`src/rtl/frame_source.sv`:
```
// -----------------------------------------------------------------------------
// frame_source
//   APB-configured frame generator. Emits frames of LEN beats on a
//   valid/ready/eof stream. Data is either a count pattern (SEED + pos) or,
//   when built with FRAME_SOURCE_LFSR_EN, a Galois right-shift LFSR seeded
//   with SEED. Latches the checksum of the last frame, a running frame count
//   and a sticky end-of-frame interrupt.
//
//   Optional feature macro: FRAME_SOURCE_LFSR_EN (enables CTRL.mode / LFSR).
//
// Ports
//   clk, rst_n       clock (rising edge), async active-low reset
//   cfg_paddr/...    APB slave: paddr[4:2] word address, pready=1, pslverr=0,
//                    read data registered one cycle after the setup phase
//   cfg_irq          sticky end-of-frame interrupt
//   dout_valid/ready stream handshake
//   dout_data        stream data, DataBits wide (8, 16 or 32)
//   dout_eof         last beat of the frame
//
// Word map: 0 CTRL {mode,enable}, 1 LEN, 2 NFRAMES, 3 STATUS {busy,ready,valid},
//           4 CHECKSUM, 5 FRAMECOUNT, 6 IRQ, 7 SEED
// -----------------------------------------------------------------------------
module frame_source #(
    parameter int DataBits = 8
) (
    input  logic                clk,
    input  logic                rst_n,
    input  logic [4:0]          cfg_paddr,
    input  logic                cfg_pwrite,
    input  logic [31:0]         cfg_pwdata,
    input  logic                cfg_psel,
    input  logic                cfg_penable,
    output logic                cfg_pready,
    output logic [31:0]         cfg_prdata,
    output logic                cfg_pslverr,
    output logic                cfg_irq,
    output logic                dout_valid,
    input  logic                dout_ready,
    output logic [DataBits-1:0] dout_data,
    output logic                dout_eof
);

    typedef enum logic [1:0] {IDLE, LOAD, RUN} state_t;

    state_t state, next_state;

    // Programmed registers (take effect at the next frame boundary)
    logic                ctrl_enable;
    logic [15:0]         len_reg;
    logic [15:0]         nframes_reg;
    logic [DataBits-1:0] seed_reg;
    logic [31:0]         checksum;
    logic [31:0]         framecount;

    // Per-frame working copies
    logic [15:0]         f_len;
    logic [15:0]         f_nframes;
    logic [DataBits-1:0] f_seed;
    logic [15:0]         pos;
    logic [15:0]         sent;
    logic [31:0]         acc;

    logic [2:0]  word;
    logic        wr, rd;
    logic [15:0] len_eff;
    logic        accept, eof_beat, last_frame, frame_done;
    logic [DataBits-1:0] pattern;
    logic [31:0] data_ext;
    logic        unused_bits;

    assign word    = cfg_paddr[4:2];
    assign wr      = cfg_psel & ~cfg_penable & cfg_pwrite;
    assign rd      = cfg_psel & ~cfg_penable & ~cfg_pwrite;
    assign len_eff = (len_reg == 16'd0) ? 16'd1 : len_reg;

    assign cfg_pready  = 1'b1;
    assign cfg_pslverr = 1'b0;
    assign unused_bits = ^{cfg_pwdata[31:16], cfg_paddr[1:0]};

`ifdef FRAME_SOURCE_LFSR_EN
    localparam logic [31:0] Taps = (DataBits == 8)  ? 32'h0000_00B8 :
                                   (DataBits == 16) ? 32'h0000_B400 :
                                                      32'h8020_0003;
    logic                ctrl_mode;
    logic                f_mode;
    logic [DataBits-1:0] lfsr;
    logic [DataBits-1:0] lfsr_next;
    logic [DataBits-1:0] lfsr_seed;

    assign lfsr_next = lfsr[0] ? ((lfsr >> 1) ^ Taps[DataBits-1:0]) : (lfsr >> 1);
    assign lfsr_seed = (seed_reg == '0) ? DataBits'(1) : seed_reg;
    assign pattern   = f_mode ? lfsr : (f_seed + DataBits'(pos));
`else
    assign pattern   = f_seed + DataBits'(pos);
`endif

    assign dout_valid = (state == RUN);
    assign dout_eof   = (state == RUN) && (pos == f_len - 16'd1);
    assign dout_data  = dout_valid ? pattern : '0;
    assign data_ext   = 32'(dout_data);

    assign accept     = dout_valid & dout_ready;
    assign eof_beat   = accept & dout_eof;
    assign last_frame = (f_nframes != 16'd0) && (sent + 16'd1 == f_nframes);
    assign frame_done = eof_beat & (~ctrl_enable | last_frame);

    // NOTE: sequential state uses non-blocking assignments so every register
    // samples pre-edge values; blocking here would create order-dependent races.
    always_ff @(posedge clk or negedge rst_n) begin
        if (!rst_n) state <= IDLE;
        else        state <= next_state;
    end

    // NOTE: next_state gets its default before the case so no path leaves it
    // unassigned, which would otherwise infer a latch.
    always_comb begin
        next_state = state;
        case (state)
            IDLE:    if (ctrl_enable) next_state = LOAD;
            LOAD:    next_state = RUN;
            RUN:     if (frame_done) next_state = IDLE;
            default: next_state = IDLE;
        endcase
    end

    // Configuration registers; completion of NFRAMES overrides a same-cycle write.
    always_ff @(posedge clk or negedge rst_n) begin
        if (!rst_n) begin
            ctrl_enable <= 1'b0;
            len_reg     <= '0;
            nframes_reg <= '0;
            seed_reg    <= '0;
`ifdef FRAME_SOURCE_LFSR_EN
            ctrl_mode   <= 1'b0;
`endif
        end else begin
            if (wr) begin
                case (word)
                    3'd0: begin
                        ctrl_enable <= cfg_pwdata[0];
`ifdef FRAME_SOURCE_LFSR_EN
                        ctrl_mode   <= cfg_pwdata[1];
`endif
                    end
                    3'd1:    len_reg     <= cfg_pwdata[15:0];
                    3'd2:    nframes_reg <= cfg_pwdata[15:0];
                    3'd7:    seed_reg    <= cfg_pwdata[DataBits-1:0];
                    default: ;
                endcase
            end
            if (eof_beat && last_frame) ctrl_enable <= 1'b0;
        end
    end

    // Interrupt: an eof beat beats a same-cycle clearing write.
    always_ff @(posedge clk or negedge rst_n) begin
        if (!rst_n)                    cfg_irq <= 1'b0;
        else if (eof_beat)             cfg_irq <= 1'b1;
        else if (wr && word == 3'd6)   cfg_irq <= cfg_pwdata[0];
    end

    // Frame datapath
    always_ff @(posedge clk or negedge rst_n) begin
        if (!rst_n) begin
            f_len      <= '0;
            f_nframes  <= '0;
            f_seed     <= '0;
            pos        <= '0;
            sent       <= '0;
            acc        <= '0;
            checksum   <= '0;
            framecount <= '0;
`ifdef FRAME_SOURCE_LFSR_EN
            f_mode     <= 1'b0;
            lfsr       <= '0;
`endif
        end else if (state == LOAD) begin
            f_len     <= len_eff;
            f_nframes <= nframes_reg;
            f_seed    <= seed_reg;
            pos       <= '0;
            sent      <= '0;
            acc       <= '0;
`ifdef FRAME_SOURCE_LFSR_EN
            f_mode    <= ctrl_mode;
            lfsr      <= lfsr_seed;
`endif
        end else if (accept) begin
            if (dout_eof) begin
                // Frame boundary: publish results and re-sample the shape of the next frame.
                checksum   <= acc + data_ext;
                acc        <= '0;
                pos        <= '0;
                sent       <= sent + 16'd1;
                framecount <= framecount + 32'd1;
                f_len      <= len_eff;
                f_seed     <= seed_reg;
`ifdef FRAME_SOURCE_LFSR_EN
                f_mode     <= ctrl_mode;
                lfsr       <= lfsr_seed;
`endif
            end else begin
                acc <= acc + data_ext;
                pos <= pos + 16'd1;
`ifdef FRAME_SOURCE_LFSR_EN
                lfsr <= lfsr_next;
`endif
            end
        end
    end

    // Registered read data
    always_ff @(posedge clk or negedge rst_n) begin
        if (!rst_n) begin
            cfg_prdata <= '0;
        end else if (rd) begin
            case (word)
`ifdef FRAME_SOURCE_LFSR_EN
                3'd0: cfg_prdata <= {30'd0, ctrl_mode, ctrl_enable};
`else
                3'd0: cfg_prdata <= {31'd0, ctrl_enable};
`endif
                3'd1: cfg_prdata <= {16'd0, len_reg};
                3'd2: cfg_prdata <= {16'd0, nframes_reg};
                3'd3: cfg_prdata <= {29'd0, (state != IDLE), dout_ready, dout_valid};
                3'd4: cfg_prdata <= checksum;
                3'd5: cfg_prdata <= framecount;
                3'd6: cfg_prdata <= {31'd0, cfg_irq};
                3'd7: cfg_prdata <= 32'(seed_reg);
            endcase
        end
    end

endmodule
```
`config.mk`:
```
export PLATFORM = sky130hd
export DESIGN_NAME = frame_source
export DESIGN_NICKNAME = d
export VERILOG_FILES = /design/src/rtl/frame_source.sv
export SDC_FILE = /design/constraint.sdc
export NUM_CORES = 1
export LEC_CHECK = 0
export ABC_AREA = 1
export CAP_MARGIN = 20
export CORE_AREA = 2 2 161 163
export DETAILED_ROUTE_END_ITERATION = 8
export DIE_AREA = 0 0 163 165
export GPL_TIMING_DRIVEN = 0
export PLACE_DENSITY = 0.76
export SYNTH_ARGS = -nofsm -noshare
export SYNTH_HDL_FRONTEND = slang
export SYNTH_SLANG_ARGS = --single-unit
```
`constraint.sdc`:
```
create_clock -name clk -period 3.48 [get_ports clk]
set_input_delay 0.696 -clock clk [delete_from_list [all_inputs] [get_ports clk]]
set_output_delay 0.696 -clock clk [all_outputs]
set_load 0.01 [all_outputs]
```
==> flow_metrics.tcl <==
set metrics [dict create \
    outcome "finished clean" \
    static-leakage-power_nw 7.42 \
    synth_warnings 0 \
    grt_pass1_vias 11900 \
    hp-class "in -> async" \
    die_x_um 163 \
    cp_max_fo 4 \
    yosys.area.top_type "dfrtp_1" \
    critPathMaxStageDelay_ns 0.44 \
    grt_overflow 0 \
    drc 0 \
    start_util 0.534 \
    portBuffers 66 \
    ir_drop_v 0.000396 \
    syn_avg_cell_area_um2 7.55 \
    ys_ff_latch 244 \
    synth-simple-area-share 0.292 \
    max_freq_ghz 0.292 \
    antenna_found_initial 0 \
    fin_crit_ns 3.42 \
    cts_sinks 244 \
    multiInputGateArea_mm2 0.00660 \
    place_inst 2170 \
    report.final.hold_viol_count 0 \
    netlist_instances 1772 \
    crit_required_ns 3.96 \
    final_cells 2236 \
    maxCapViolCount 0 \
    end_kind "flop" \
    cts_tree "done" \
    syn_area_mm2 0.0134 \
    drt_pre_antenna_iters 6 \
    synth_top_family_by_area "simple AND/OR/NAND/NOR gates" \
    synth_nets 1836 \
    synthMuxAreaShare 0.00159 \
    critical_path.cell_chain "ha_4 > fa_2 > a31oi_1 > inv_1 > nand2_1 > inv_1 > nor2_1 > nor2_1 > nor2_1 > o21ai_1 > a21oi_2 > ha_4 > nand2_4 > o21a_1 > nand2_2 > nand2_4 > inv_4 > nand2_4 > nor2_4 > inv_2 > nor2_4 > xor2_2 > nand2_1 > nand2_1" \
    finalCritPeriodShare 0.984 \
    setup_tns_ns 0 \
    layout-drive-gt1-share 0.0929 \
    drv_slew 0 \
    maxSlewHeadroom 0.287 \
    synth_seq_area_share 0.456 \
    ioPinCount 88 \
    synth_compound_area_frac 0.0994 \
    design_area_mm2 0.0159 \
    tightest_slew_ns 1.06 \
    p_per_area_mw_per_mm2 553 \
    cts_buffer_depth 3 \
    wl_met2_um 18500 \
    seqCellArea_mm2 0.00611 \
    dpl_cell_area_mm2 0.0145 \
    met1Wirelength_um 16100 \
    fin_nets 1949 \
    wirelength_um 39000 \
    yosys.area_share.xor_xnor 0.0570 \
    grt_start_max_net_pins 112 \
    top_layer "met4" \
    synth_top_area_frac 0.456 \
    dieArea_mm2 0.0269 \
    yosysUniqueCellTypes 49 \
    startpoint_type "flop" \
    die_height_um 165 \
    n_fill_cell 2175 \
    first_iter_violations 1176 \
    path_class "reg -> reg" \
    totalPowerFinal_mw 8.78 \
    wire_per_inst_um 17.5 \
    core_mm2 0.0250 \
    synth.area.top_cells "dfrtp_1, nand2_1, xor2_1, o21ai_0, inv_1" \
    rr_worst_depth 24 \
    areaGrowthSynthToFinish_pct 18.6 \
    n_antenna_cell 0 \
    track_usage 0.291 \
    rows 58 \
    clock_latency_ns 0.55 \
    yosys.area_share.adder 0.0208 \
    ant_nets 0 \
    met3_length_um 2730 \
    root_buffer "clkbuf_16" \
    num_vias 12400 \
    dp_hpwl_um 28900 \
    grt_pass1_wl_um 61600 \
    numCtsBuffers 27 \
    clkSlewWorstSetupHoldPaths_ns 0.06 \
    fin_skew_ns 0.0126 \
    worstPathArrival_ns 3.91 \
    rsz0062_at_grt "yes" \
    worst_path_max_delay_cell "dfrtp_2" \
    gp_congestion 0.930 \
    cts_max_level 1 \
    setup_viol 0 \
    viasPerCell 5.55 \
]
layout make-up:
cell class,instances,area share
multi-input cells,1289,0.416
flip-flops and latches,244,0.385
repair buffers,84,0.0526
clock buffers,42,0.0524
inverters,186,0.0443
well taps,330,0.0260
plain buffers,53,0.0171
clock inverters,8,0.00639
layout by cell type, fill, tap and decap left out, types with 8 or more instances in the layout:
cell type,count
inv_1,171
o21ai_0,128
o21a_1,8
clkbuf_8,10
nand2_1,610
clkdlybuf4s50_1,62
nand3_1,62
nand4_1,32
dfrtp_1,238
o22ai_1,28
nor2_1,123
nor2_2,10
clkbuf_1,29
xnor2_1,10
nor3_1,42
nand2_2,13
a21oi_1,16
clkinv_1,8
xor2_1,71
nor4_1,11
o21ai_1,25
ha_1,13
buf_4,21
buf_2,18
o2111ai_1,8
clkbuf_16,27
what timing repair did:
item,CTS,global route
gates resized for setup,36,48
setup endpoints to repair,34,41
pin swaps,6,21
hold buffers,0,0
setup buffers,5,11
kinds of logic after synthesis:
family,count (synthesis)
compound gates,237
xor+xnor,87
fa+ha+maj,21
buf+inv,239
flops,244
mux,2
other cells,2
simple gates,940
per-layer routing:
metal,up-vias,track usage
li1,5920,-
met1,5869,0.385
met2,513,0.485
met3,111,0.0457
met4,0,0.111
met5,-,0
worst paths after layout:
kind | startpoint | to | slack (ns)
max | pos[0] | checksum[28] | 0.06
max in group asynchronous | rst_n | framecount[20] | 2.57
min | rst_n | pos[5] | 0.04
max reg2reg | pos[0] | checksum[28] | 0.06
min reg2reg | framecount[2] | framecount[2] | 0.47
min in group clk | framecount[2] | framecount[2] | 0.47
report_power, final:
group / internal [mW] / leakage, nW / switching, mW
Sequential: 3.08 / 3.15 / 0.191
Combinational: 1.01 / 3.81 / 1.53
Clock: 1.79 / 0.464 / 1.19
Total: 5.88 / 7.42 / 2.90
cell usage after synthesis (all sizes together):
library cell	number
a211oi	1
a21oi	22
a221oi	1
a22o	1
a31oi	3
a32o	4
and2	2
buf	28
clkbuf	25
clkinv	8
conb	2
dfrtp	244
fa	2
ha	19
inv	178
mux2	1
mux2i	1
nand2	628
nand3	65
nand3b	5
nand4	32
nor2	139
nor3	47
nor3b	3
nor4	12
nor4b	1
o2111ai	8
o211ai	2
o21a	8
o21ai	153
o21bai	2
o221ai	4
o22ai	28
or2	6
xnor2	10
xor2	77
through the flow:
step	hold slack (ns)	util	worst slack, ns
finish	0.0358	0.634	0.0563
global route	0.0589	0.634	-0.155
CTS	0.0372	0.623	0.00452
detailed placement	0.458	0.580	-0.430
global placement	0.455	0.577	-8.76
floorplan	0.400	-	0.0693
critical path: cells and delay by family, from the launching register on:
| family | cells | cell delay [ns] |
|---|---|---|
| DFF | 1 | 0.44 |
| adders and majority gates | 3 | 0.74 |
| buffers and inverters | 4 | 0.27 |
| xor gates and xnor gates | 1 | 0.19 |
| and+or+nand+nor | 12 | 1.07 |
| AOI/OAI and AO/OA | 4 | 0.64 |
No activity file was read; power rests on OpenSTA's default activity.
==> RTL edit 1: new RTL, same settings <==
`DataBits`: 8 -> 12. Comments in the files are not updated.
--- a/src/rtl/frame_source.sv
+++ b/src/rtl/frame_source.sv
@@ -22,5 +22,5 @@
 // -----------------------------------------------------------------------------
 module frame_source #(
-    parameter int DataBits = 8
+    parameter int DataBits = 12
 ) (
     input  logic                clk,
Ports: changed (resized dout_data); port bits go from 88 to 92. No check against the original RTL was run, so the function may have changed too.
==> RTL edit 1 against the unedited design <==
  * Worst setup slack better by 15 ps
  * Power is 15% higher
  * Critical path type unchanged
  * Largest power group is now combinational cells
  * Critical endpoint is now acc[26]$_DFFE_PN0P_
  * Wire length is 8.6% higher
  * Hold slack better by 70 ps
  * Sequential cell count is 8 higher
  * Combinational power is 47% higher
  * Synthesized area is 4.6% higher
  * Cell area is 4.6% higher
==> RTL edit 1: results (changes against the unedited design) <==
.. list-table::
   :header-rows: 1

   * - Metric
     - Value
   * - Number of port buffers
     - 71 (+7.6%)
   * - WL met1
     - 17200 um (+6.6%)
   * - TritonCTS buffer count
     - 28 (+3.7%)
   * - GRT met1 Usage
     - 0.417 (+0.0319)
   * - Arrival time reported for the critical path endpoint
     - 3810 ps (-100 ps)
   * - Met2 Resource Use GR
     - 0.528 (+0.0426)
   * - Largest voltage drop on the vdd net
     - 0.000508 V (+28%)
   * - Relative slew slack
     - 0.406 (+0.119)
   * - Pin count of the biggest net entering global routing
     - 101 (-9.8%)
   * - Static leakage power
     - 7.57 nW (+2.0%)
   * - Violation count after the first detailed-route iteration
     - 1185 (+0.77%)
   * - Number of nets in the finished design
     - 2024 (+3.8%)
   * - Post-placement worst setup slack
     - -534 ps (-103 ps)
   * - Kind of cell with the highest combined delay on the critical path
     - compound AO/OA/AOI/OAI gates
   * - Total routing usage reported by global routing
     - 0.316 (+0.0245)
   * - Met2 wire length
     - 20500 um (+11%)
   * - Post-CTS setup repair buffer count
     - 3 (-2)
   * - Met3 usage in global routing
     - 0.0394 (-0.00628)
   * - Placed cell area
     - 0.0152 mm2 (+4.6%)
   * - HPWL after DPL
     - 31400 um (+8.9%)
   * - Global-route wire length before repair
     - 66600 um (+8.1%)
   * - Status
     - complete, no violations
   * - Library cells used by synthesis
     - 52 (+6.1%)
   * - Relative area change from synthesis to final layout
     - 18.6% (about the same)
   * - Met3 wirelength from detailed routing
     - 2840 um (+3.8%)
   * - Drt total wl
     - 42400 um (+8.6%)
   * - Top fanout value on the critical path
     - 5 (+1)
   * - Clock transition at path regs
     - 60 ps (about the same)
   * - Top post-synthesis cells by count
     - nand2_1, dfrtp_1, inv_1, o21ai_0, nor2_1
   * - Largest incremental delay on the critical path
     - ~450 ps
   * - Routability congestion estimate from global placement
     - 0.961 (+3.3%)
   * - Critical-path cell with the highest stage delay
     - dfrtp_2
   * - Vias per cell
     - 5.66 (+2.0%)
   * - Layout cell share with drive strength beyond 1
     - 0.0953 (+0.00247)
   * - Most common flop cell mapped by yosys
     - dfrtp_1
   * - Maximum clock skew at final layout
     - 15.9 ps (+3.31 ps)
   * - Register area share after synthesis
     - 0.451 (-0.00573)
   * - Cell depth of the worst flop-to-flop path
     - 18 (-25%)
   * - Syn nets
     - 1909 (+4.0%)
   * - Cell types occupying the most area after synthesis
     - dfrtp_1, nand2_1, o21ai_0
   * - Vias in the first global route
     - 12.7k (+6.7%)
-- RTL edit 1: worst paths after layout --
path                                             from                         end  slack (ps)
max in group asynchronous                       rst_n   cfg_prdata[8]$_DFFE_PN0P_        2470
min in group clk           cfg_prdata[17]$_DFFE_PN0P_  cfg_prdata[17]$_DFFE_PN0P_         480
max reg2reg                        pos[0]$_DFFE_PN0P_         acc[26]$_DFFE_PN0P_          70
max                                pos[0]$_DFFE_PN0P_         acc[26]$_DFFE_PN0P_          70
min                                             rst_n          pos[2]$_DFFE_PN0P_         110
min reg2reg                cfg_prdata[17]$_DFFE_PN0P_  cfg_prdata[17]$_DFFE_PN0P_         480
-- RTL edit 1: layout make-up --
type,instances,area (um2)
Timing Repair Buffer,85,855
Clock inverter,11,92.6
Tap cell,330,413
Sequential cell,252,6320
Multi-Input combinational cell,1303,6980
Buffer,57,272
Inverter,225,845
Fill cell,2176,8440
Clock buffer,39,823
-- RTL edit 1: logic make-up after synthesis --
family | after synthesis | synth area share
multiplexers | 2 | 0.00152
XOR/XNOR | 95 | 0.0600
adder cells (fa/ha/maj) | 29 | 0.0270
AND/OR/NAND/NOR | 858 | 0.255
other | 2 | 0.000537
buffers and inverters | 282 | 0.0795
AO/OA/AOI/OAI | 317 | 0.126
flip-flops | 252 | 0.451
-- RTL edit 1: power breakdown --
| part | total, W | internal (W) | switching (W) |
|---|---|---|---|
| Combinational | 0.00372 | 0.00147 | 0.00225 |
| Sequential | 0.00345 | 0.00323 | 0.000222 |
| Clock | 0.00295 | 0.00172 | 0.00123 |
-- RTL edit 1: stage by stage --
stage	hold slack (ps)	utilization	cells
6_report	106	0.663	2302
5_1_grt	151	0.663	2302
4_1_cts	131	0.649	2293
3_5_place_dp	464	0.606	2240
3_3_place_gp	464	0.604	2238
2_1_floorplan	400	-	1837
==> RTL edit 2: new RTL, config.mk and constraints unchanged <==
Made on the original files. Re-encode `state_t` (3 states) as one-hot, 3 bits wide.
--- a/src/rtl/frame_source.sv
+++ b/src/rtl/frame_source.sv
@@ -41,5 +41,5 @@
 );
 
-    typedef enum logic [1:0] {IDLE, LOAD, RUN} state_t;
+    typedef enum logic [2:0] {IDLE = 3'b001, LOAD = 3'b010, RUN = 3'b100} state_t;
 
     state_t state, next_state;
Behaviour: no difference found for any inputs over 4 cycles, from zero or initial values and one cycle with rst_n low; so few cycles prove little.
==> RTL edit 2 against the unedited design <==
  * Wire length up 1.3%
  * Cell area grew 1.1%
  * Hold slack improved by 170 ps
  * Sequential cell count rose by 1
  * Critical path type unchanged
  * Power increased by 9.3%
  * Largest power group unchanged
  * Synthesized area is 0.50% higher
  * Worst setup slack worse by 37 ps
  * Cell count down 1.7%
  * Critical endpoint is now checksum[24]$_DFFE_PN0P_
==> RTL edit 2: results (changes against the unedited design) <==
.. list-table::
   :header-rows: 1

   * - Metric
     - Value
   * - Placed cell area
     - 0.0146 mm2 (+0.46%)
   * - Maximum clock skew at final layout
     - 9.82 ps (-2.75 ps)
   * - Drt total wl
     - 39500 um (+1.3%)
   * - Clock transition at path regs
     - 60 ps (about the same)
   * - Routed wire per std cell
     - 18.0 um (+3.1%)
   * - HPWL after DPL
     - 29700 um (+2.9%)
   * - Status
     - complete, no violations
   * - Register area share after synthesis
     - 0.456 (about the same)
   * - Pin count of the biggest net entering global routing
     - 128 (+14%)
   * - Cell types occupying the most area after synthesis
     - dfrtp_1, nand2_1, inv_1
   * - Static leakage power
     - 7.31 nW (-1.5%)
   * - 1st-pass router iterations
     - 5 (-1)
   * - Routability congestion estimate from global placement
     - 0.993 (+6.7%)
   * - Compound-gate portion of the synthesized area
     - 0.123 (+0.0239)
   * - Insertion delay to the later sink of the worst-skew pair
     - 530 ps (-20 ps)
   * - Post-synth EDFFs
     - 0 (unchanged)
   * - Total routing usage reported by global routing
     - 0.294 (+0.00230)
   * - Maximum buffer depth of the clock tree
     - 3 (unchanged)
   * - TritonCTS buffer count
     - 26 (-3.7%)
   * - Violation count after the first detailed-route iteration
     - 974 (-17%)
   * - Layout cell share with drive strength beyond 1
     - 0.113 (+0.0206)
   * - Share of synthesized area spent on multiplexers
     - 0.000744 (-0.000845)
   * - Number of nets in the finished design
     - 1915 (-1.7%)
   * - Top fanout value on the critical path
     - 3 (-1)
   * - Arithmetic-cell share of the synthesized area counting full adders, half adders and majority gates
     - 0.0207 (-0.000102)
   * - Number of placed instances, taps included
     - 2123 (-2.2%)
   * - Number of port buffers
     - 66 (unchanged)
   * - Min-Delay Path Class
     - input pin to asynchronous set/reset pin
   * - Crit Reg-Reg Startpoint
     - pos[2]$_DFFE_PN0P_
   * - Top post-synthesis cells by count
     - nand2_1, dfrtp_1, inv_1, o21ai_0, nor2_1
   * - Syn nets
     - 1789 (-2.6%)
   * - Library cells used by synthesis
     - 51 (+4.1%)
   * - Average size of a mapped cell
     - 7.79 um2 (+3.2%)
   * - Largest voltage drop on the vdd net
     - 0.000405 V (+2.1%)
   * - Global-route wire length before repair
     - 61600 um (about the same)
   * - Relative slew slack
     - 0.347 (+0.0598)
   * - Xor and xnor area share after synthesis
     - 0.0586 (+0.00167)
   * - Type of the setup path with the least slack
     - flip-flop to flip-flop
   * - Most common flop cell mapped by yosys
     - dfrtp_1
   * - Number of antenna violations at the first check in global routing
     - 0 (unchanged)
   * - Via count
     - 12.2k (-1.6%)
   * - Total of warnings raised by yosys
     - 0 (unchanged)
RTL edit 2: cell types whose count changed in the layout (fill, tap and decap cells not counted), moves of 8 or more:
cell,before,now
nand2_1,610,475
inv_1,171,212
o21ai_1,25,61
nor2_1,123,99
o22ai_2,0,20
nand3_1,62,77
buf_4,21,35
inv_2,5,19
buf_2,18,8
o21ai_2,0,8
RTL edit 2: cell families (layout without fill, tap and decap cells):
logic type	after synthesis	after routing
fa+ha+maj	21	21
other cells	2	2
buf+inv	288	431
mux	1	1
compound gates	281	281
xor+xnor	90	90
simple gates	797	797
flops	245	245
RTL edit 2: final timing paths:
check | endpoint | slack (ps) | depth (start not counted)
min in group clk | framecount[16]$_DFFE_PN0P_ | 470 | 1
min reg2reg | framecount[16]$_DFFE_PN0P_ | 470 | 1
min | pos[8]$_DFFE_PN0P_ | 210 | 2
max | checksum[24]$_DFFE_PN0P_ | 20 | 23
max in group asynchronous | framecount[21]$_DFFE_PN0P_ | 2240 | 3
max reg2reg | checksum[24]$_DFFE_PN0P_ | 20 | 23
RTL edit 2: through the flow:
stage	worst slack, ps	power, W
3_5_place_dp	-559	0.00651
4_1_cts	2.49	0.00946
5_1_grt	-150	0.0101
6_report	19.8	0.00960
2_1_floorplan	41.4	0.00554
3_3_place_gp	-8700	0.00642
RTL edit 2: repair_timing:
item,in CTS,in global routing
setup endpoints to repair,40,45
pin swaps,10,29
setup buffers,12,18
resized for setup,28,58
hold buffers,0,0
RTL edit 2: routing by layer:
layer	up-vias	share of wire	global-route usage
li1	5854	-	-
met1	5869	0.42	0.379
met2	393	0.48	0.501
met3	95	0.056	0.0475
met4	0	0.040	0.108
met5	-	0	0
RTL edit 2: report_power, final:
| part | switching [W] | internal, W | leakage, nW |
|---|---|---|---|
| Sequential | 0.000462 | 0.00338 | 3.03 |
| Combinational | 0.00183 | 0.00108 | 3.84 |
| Clock | 0.00113 | 0.00171 | 0.442 |
| Total | 0.00343 | 0.00617 | 7.31 |
RTL edit 2: layout make-up:
cell class	instances	area (um2)
Sequential cell	245	6140
Buffer	53	277
Timing Repair Buffer	98	942
Clock inverter	4	48.8
Fill cell	2136	9000
Multi-Input combinational cell	1192	6500
Tap cell	330	413
Inverter	235	886
Clock buffer	41	838
RTL edit 2: critical path, cell delays in order, from the launching register on:
cell and delay (ps):
dfrtp_2 430, ha_4 250, a21oi_2 110, nand2_1 90, nand2_1 60, nand2_1 60, a21oi_2 140, nor2_1 60
nor2_1 80, nor2_1 50, nor2_1 130, xor2_1 190, nor2_2 100, ha_4 340, buf_4 110, a21oi_1 50
o21a_1 140, a21boi_2 190, nand2_2 140, nor2_4 160, buf_4 140, xor2_2 180, inv_2 80, o21ai_1 120
